`src/rtl/ahb_mtx_l1_in_stage.sv`:
```
// Master-side input stage of the L1 AHB bus matrix. It parks an address phase
// that no output stage has granted yet, and routes the slave data-phase response back.
module ahb_mtx_l1_in_stage #(
  parameter int ADDR_WIDTH = 32
) (
  input  logic                  HCLK,
  input  logic                  HRESETn,
  input  logic                  HSELS,
  input  logic [ADDR_WIDTH-1:0] HADDRS,
  input  logic [1:0]            HTRANSS,
  input  logic                  HWRITES,
  input  logic [2:0]            HSIZES,
  input  logic [2:0]            HBURSTS,
  input  logic [3:0]            HPROTS,
  input  logic                  HMASTLOCKS,
  input  logic                  HREADYS,
  input  logic                  addr_ack,
  input  logic                  HREADYOUTM,
  input  logic                  HRESPM,
  output logic                  req_port,
  output logic [ADDR_WIDTH-1:0] HADDRI,
  output logic [1:0]            HTRANSI,
  output logic                  HWRITEI,
  output logic [2:0]            HSIZEI,
  output logic [2:0]            HBURSTI,
  output logic [3:0]            HPROTI,
  output logic                  HMASTLOCKI,
  output logic                  HREADYOUTS,
  output logic                  HRESPS
);

  logic                  hold_vld_r;
  logic                  dp_vld_r;
  logic [ADDR_WIDTH-1:0] haddr_r;
  logic [1:0]            htrans_r;
  logic                  hwrite_r;
  logic [2:0]            hsize_r;
  logic [2:0]            hburst_r;
  logic [3:0]            hprot_r;
  logic                  hmastlock_r;

  logic                  sample_s;
  logic                  accept_s;
  logic                  capture_s;

  // Only NONSEQ/SEQ transfers seen with HREADY high are real address phases.
  assign sample_s  = HSELS & HREADYS & HTRANSS[1];
  assign req_port  = hold_vld_r | sample_s;
  assign accept_s  = addr_ack & (hold_vld_r | sample_s);
  assign capture_s = sample_s & ~addr_ack & ~hold_vld_r;

  // Hold / data-phase tracking; an accept wins over a data-phase end so bursts pipeline.
  always_ff @(posedge HCLK or negedge HRESETn) begin
    if (!HRESETn) begin
      hold_vld_r <= 1'b0;
      dp_vld_r   <= 1'b0;
    end else if (accept_s) begin
      hold_vld_r <= 1'b0;
      dp_vld_r   <= 1'b1;
    end else begin
      if (capture_s) begin
        hold_vld_r <= 1'b1;
      end
      if (dp_vld_r && HREADYOUTM) begin
        dp_vld_r <= 1'b0;
      end
    end
  end

  // Held address-phase copy, loaded only when an ungranted transfer must be parked.
  always_ff @(posedge HCLK or negedge HRESETn) begin
    if (!HRESETn) begin
      haddr_r     <= {ADDR_WIDTH{1'b0}};
      htrans_r    <= 2'b00;
      hwrite_r    <= 1'b0;
      hsize_r     <= 3'b000;
      hburst_r    <= 3'b000;
      hprot_r     <= 4'b0000;
      hmastlock_r <= 1'b0;
    end else if (capture_s) begin
      haddr_r     <= HADDRS;
      htrans_r    <= HTRANSS;
      hwrite_r    <= HWRITES;
      hsize_r     <= HSIZES;
      hburst_r    <= HBURSTS;
      hprot_r     <= HPROTS;
      hmastlock_r <= HMASTLOCKS;
    end else begin
      haddr_r     <= haddr_r;
      htrans_r    <= htrans_r;
      hwrite_r    <= hwrite_r;
      hsize_r     <= hsize_r;
      hburst_r    <= hburst_r;
      hprot_r     <= hprot_r;
      hmastlock_r <= hmastlock_r;
    end
  end

  // Address-phase source select: parked copy while holding, live master otherwise.
  always_comb begin
    HADDRI     = HADDRS;
    HTRANSI    = HTRANSS;
    HWRITEI    = HWRITES;
    HSIZEI     = HSIZES;
    HBURSTI    = HBURSTS;
    HPROTI     = HPROTS;
    HMASTLOCKI = HMASTLOCKS;
    if (hold_vld_r) begin
      HADDRI     = haddr_r;
      HTRANSI    = htrans_r;
      HWRITEI    = hwrite_r;
      HSIZEI     = hsize_r;
      HBURSTI    = hburst_r;
      HPROTI     = hprot_r;
      HMASTLOCKI = hmastlock_r;
    end else begin
      HADDRI     = HADDRS;
      HTRANSI    = HTRANSS;
      HWRITEI    = HWRITES;
      HSIZEI     = HSIZES;
      HBURSTI    = HBURSTS;
      HPROTI     = HPROTS;
      HMASTLOCKI = HMASTLOCKS;
    end
  end

  // Response to the master: stall while holding, mirror the slave during a data phase.
  always_comb begin
    HREADYOUTS = 1'b1;
    HRESPS     = 1'b0;
    if (hold_vld_r) begin
      HREADYOUTS = 1'b0;
      HRESPS     = 1'b0;
    end else if (dp_vld_r) begin
      HREADYOUTS = HREADYOUTM;
      HRESPS     = HRESPM;
    end else begin
      HREADYOUTS = 1'b1;
      HRESPS     = 1'b0;
    end
  end

endmodule
```
`config.mk`:
```
export PLATFORM = sky130hd
export DESIGN_NAME = ahb_mtx_l1_in_stage
export DESIGN_NICKNAME = d
export VERILOG_FILES = /design/src/rtl/ahb_mtx_l1_in_stage.sv
export SDC_FILE = /design/constraint.sdc
export NUM_CORES = 1
export LEC_CHECK = 0
export ABC_AREA = 1
export BUFFER_PORTS_ARGS = -buffer_cell sky130_fd_sc_hd__clkbuf_2
export CORE_ASPECT_RATIO = 0.6
export CORE_MARGIN = 5
export CORE_UTILIZATION = 33
export DETAILED_ROUTE_END_ITERATION = 16
export REMOVE_ABC_BUFFERS = 1
export SYNTH_ARGS = -nofsm -noshare
export SYNTH_HDL_FRONTEND = slang
export SYNTH_SLANG_ARGS = --single-unit
export TNS_END_PERCENT = 100
```
`constraint.sdc`:
```
create_clock -name HCLK -period 1.5 [get_ports HCLK]
set_input_delay 0.225 -clock HCLK [delete_from_list [all_inputs] [get_ports HCLK]]
set_output_delay 0.225 -clock HCLK [all_outputs]
set_load 0.005 [all_outputs]
```
==> results.yml <==
cts:
  clock_latency_ns: 0.28
  cts_buffers: 5
  clkTransAtPathRegs_ns: 0.07
  cts_max_level: 2
  cts_tree: "yes"
  cts.path.max_buffers: 2
  cts.sinks: 48
  cts_root_buf: "clkbuf_16"
yosys:
  syn_area_mm2: 0.002550
  ys_warn_count: 0
  synth_top_area_frac: 0.4711
  syn_avg_cell_area_um2: 7.064
  synthTopCellsByArea: "dfrtp_1, nand2_1, nand3_1"
  synth_ff_type: "dfrtp_1"
  syn_inst: 361
  yosysSeqAreaShare: 0.4711
  async_flop_share: 1.000
  synth_edf_count: 0
  synth_area_leader_cell: "dfrtp_1"
  yosys_register_bits: 48
  synth_cell_types: 14
timing:
  period_share: 0.9797
  finClkSkew_ns: 0.003381
  setup_viol: 0
  worst_pin_slew_ns: 0.2682
  finalHoldViolCount: 0
  fin_setup_tns_ns: 0
  relSlewSlack: 0.8212
  finalCriticalPeriod_ns: 1.470
  rsz0062_at_grt: "true"
  fmax_mhz: 680.5
  slew_viol_final: 0
pwr:
  total_power_mw: 3.691
  ir_worst_vdd_mv: 0.5142
  p_per_area_mw_per_mm2: 1070
  p_leak_nw: 2.048
final_layout:
  stdcell_area_mm2: 0.003448
  fillers: 770
  drive_above_1_share: 0.3089
  multi_input_area_mm2: 0.001201
  areaGrowthSynthToFinish_pct: 35.23
  layout.nets: 515
  final_cell_mix: "nand2_1, clkbuf_2, dfrtp_1"
  final_cells: 567
  layout_commonest_cell: "nand2_1"
  num_antenna_cells: 0
  ff_latch_area_mm2: 0.001202
setup_path:
  worstSetupPathType: "register to output port"
  worstSetupStartpointType: "register"
  cp-end-kind: "output port"
  path_max_fanout: 19
  required_ns: 1.27
  cp.arrival_ns: 1.24
drt:
  antenna_left: 0
  drtIter0Drc: 196
  drc: 0
  wl_per_cell_um: 12.64
  wirelength_um: 7166
  vias: 2545
  routed_via_density: 4.489
  first_pass_iters: 4
floorplanning:
  initial_utilization: 0.3452
  die_h_um: 78.09
  top_level_ports: 102
  die_x_um: 123.5
  core_area_mm2: 0.007387
  die_area_mm2: 0.009643
  rows: 24
placed_design:
  gp_congestion: 0.7928
  dp.cells: 555
  hpwl_um: 5107
  io_buffer_count: 101
  placed_area_mm2: 0.003147
status:
  status: "completed"
global_route:
  gr-total-overflow: 0
  grt_pass1_vias: 2291
  antenna_found_initial: 0
  grt_max_degree: 49
  grt_pass1_wl_um: 11320
  grt.total_usage: 0.1455
hold_path:
  hold_class: "input pin to register"
job:
  maxCapViolCount: 0
-- flip-flops by register name (all words and copies together) (netlist names) --
register,count
haddr_r,32
hburst_r,3
hmastlock_r,1
dp_vld_r,1
hprot_r,4
hold_vld_r,1
hwrite_r,1
hsize_r,3
htrans_r,2
-- report_power, final --
group | leakage, nW | switching [mW] | internal (mW)
logic | 1.37 | 0.421 | 0.333
registers | 0.601 | 0.142 | 1.55
clock network | 0.0798 | 0.461 | 0.783
total | 2.05 | 1.02 | 2.67
-- stage by stage --
step	hold slack (ns)	utilization	setup slack (ns)
floorplan	-0.07059	-	-0.8878
global placement	0.2344	0.4260	0.2089
detailed placement	0.2345	0.4260	0.1996
CTS	0.1832	0.4561	0.008360
global route	0.1856	0.4668	-0.06020
finish	0.1873	0.4668	0.03047
-- worst max-delay path, stage by stage, from the launching register on --
cell and delay [ns]:
dfrtp_2 0.46, clkinv_4 0.11, buf_12 0.16, nand2_1 0.06, nand2_1 0.06, clkbuf_2 0.10
-- repair_timing --
item                       CTS  global route
hold endpoints to repair    48             0
resized for setup            5            21
buffers inserted             1             0
hold buffers                 1             0
cloned                       1             1
setup endpoints to repair   49            41
-- final timing paths --
| check | end | depth (start not counted) | start | slack, ns |
|---|---|---|---|---|
| min in group asynchronous | haddr_r[13]$_DFFE_PN0P_ | 3 | HRESETn | 0.47 |
| max | HADDRI[15] | 5 | hold_vld_r$_DFFE_PN0P_ | 0.03 |
| max in group asynchronous | hold_vld_r$_DFFE_PN0P_ | 3 | HRESETn | 0.78 |
| min | hmastlock_r$_DFFE_PN0P_ | 3 | HMASTLOCKS | 0.19 |
| min reg2reg | hburst_r[0]$_DFFE_PN0P_ | 2 | hburst_r[0]$_DFFE_PN0P_ | 0.47 |
| max reg2reg | hburst_r[2]$_DFFE_PN0P_ | 5 | hold_vld_r$_DFFE_PN0P_ | 0.19 |
-- area by class of cell --
class / count / area share
multi-input combinational: 286 / 0.3483
tap: 104 / 0.03774
clock inverter: 3 / 0.01234
inverter: 4 / 0.005806
timing repair buffer: 117 / 0.2108
sequential: 48 / 0.3487
clock buffer: 5 / 0.03628
-- cell families after synthesis --
group / synth area share
compound gates: 0.005886
flops: 0.4710
simple gates: 0.4514
buf+inv: 0.07164
-- cells in the mapped netlist (2+ instances only) --
cell type,n
nand2_1,233
dfrtp_1,48
nand3_1,46
inv_1,4
clkbuf_1,2
buf_6,4
buf_2,5
a21oi_1,2
buf_4,12
-- layer usage --
metal  vias up  global-route usage  share of wire  wire length, µm
li1       1320                   -              -                -
met1      1124              0.2292           0.49             3529
met3         5             0.04526           0.10              735
met5         -                   0              0                0
met4         0             0.01989         0.0042               30
met2        96              0.1973           0.40             2870
Note: power is estimated with default switching activity, not from simulation.
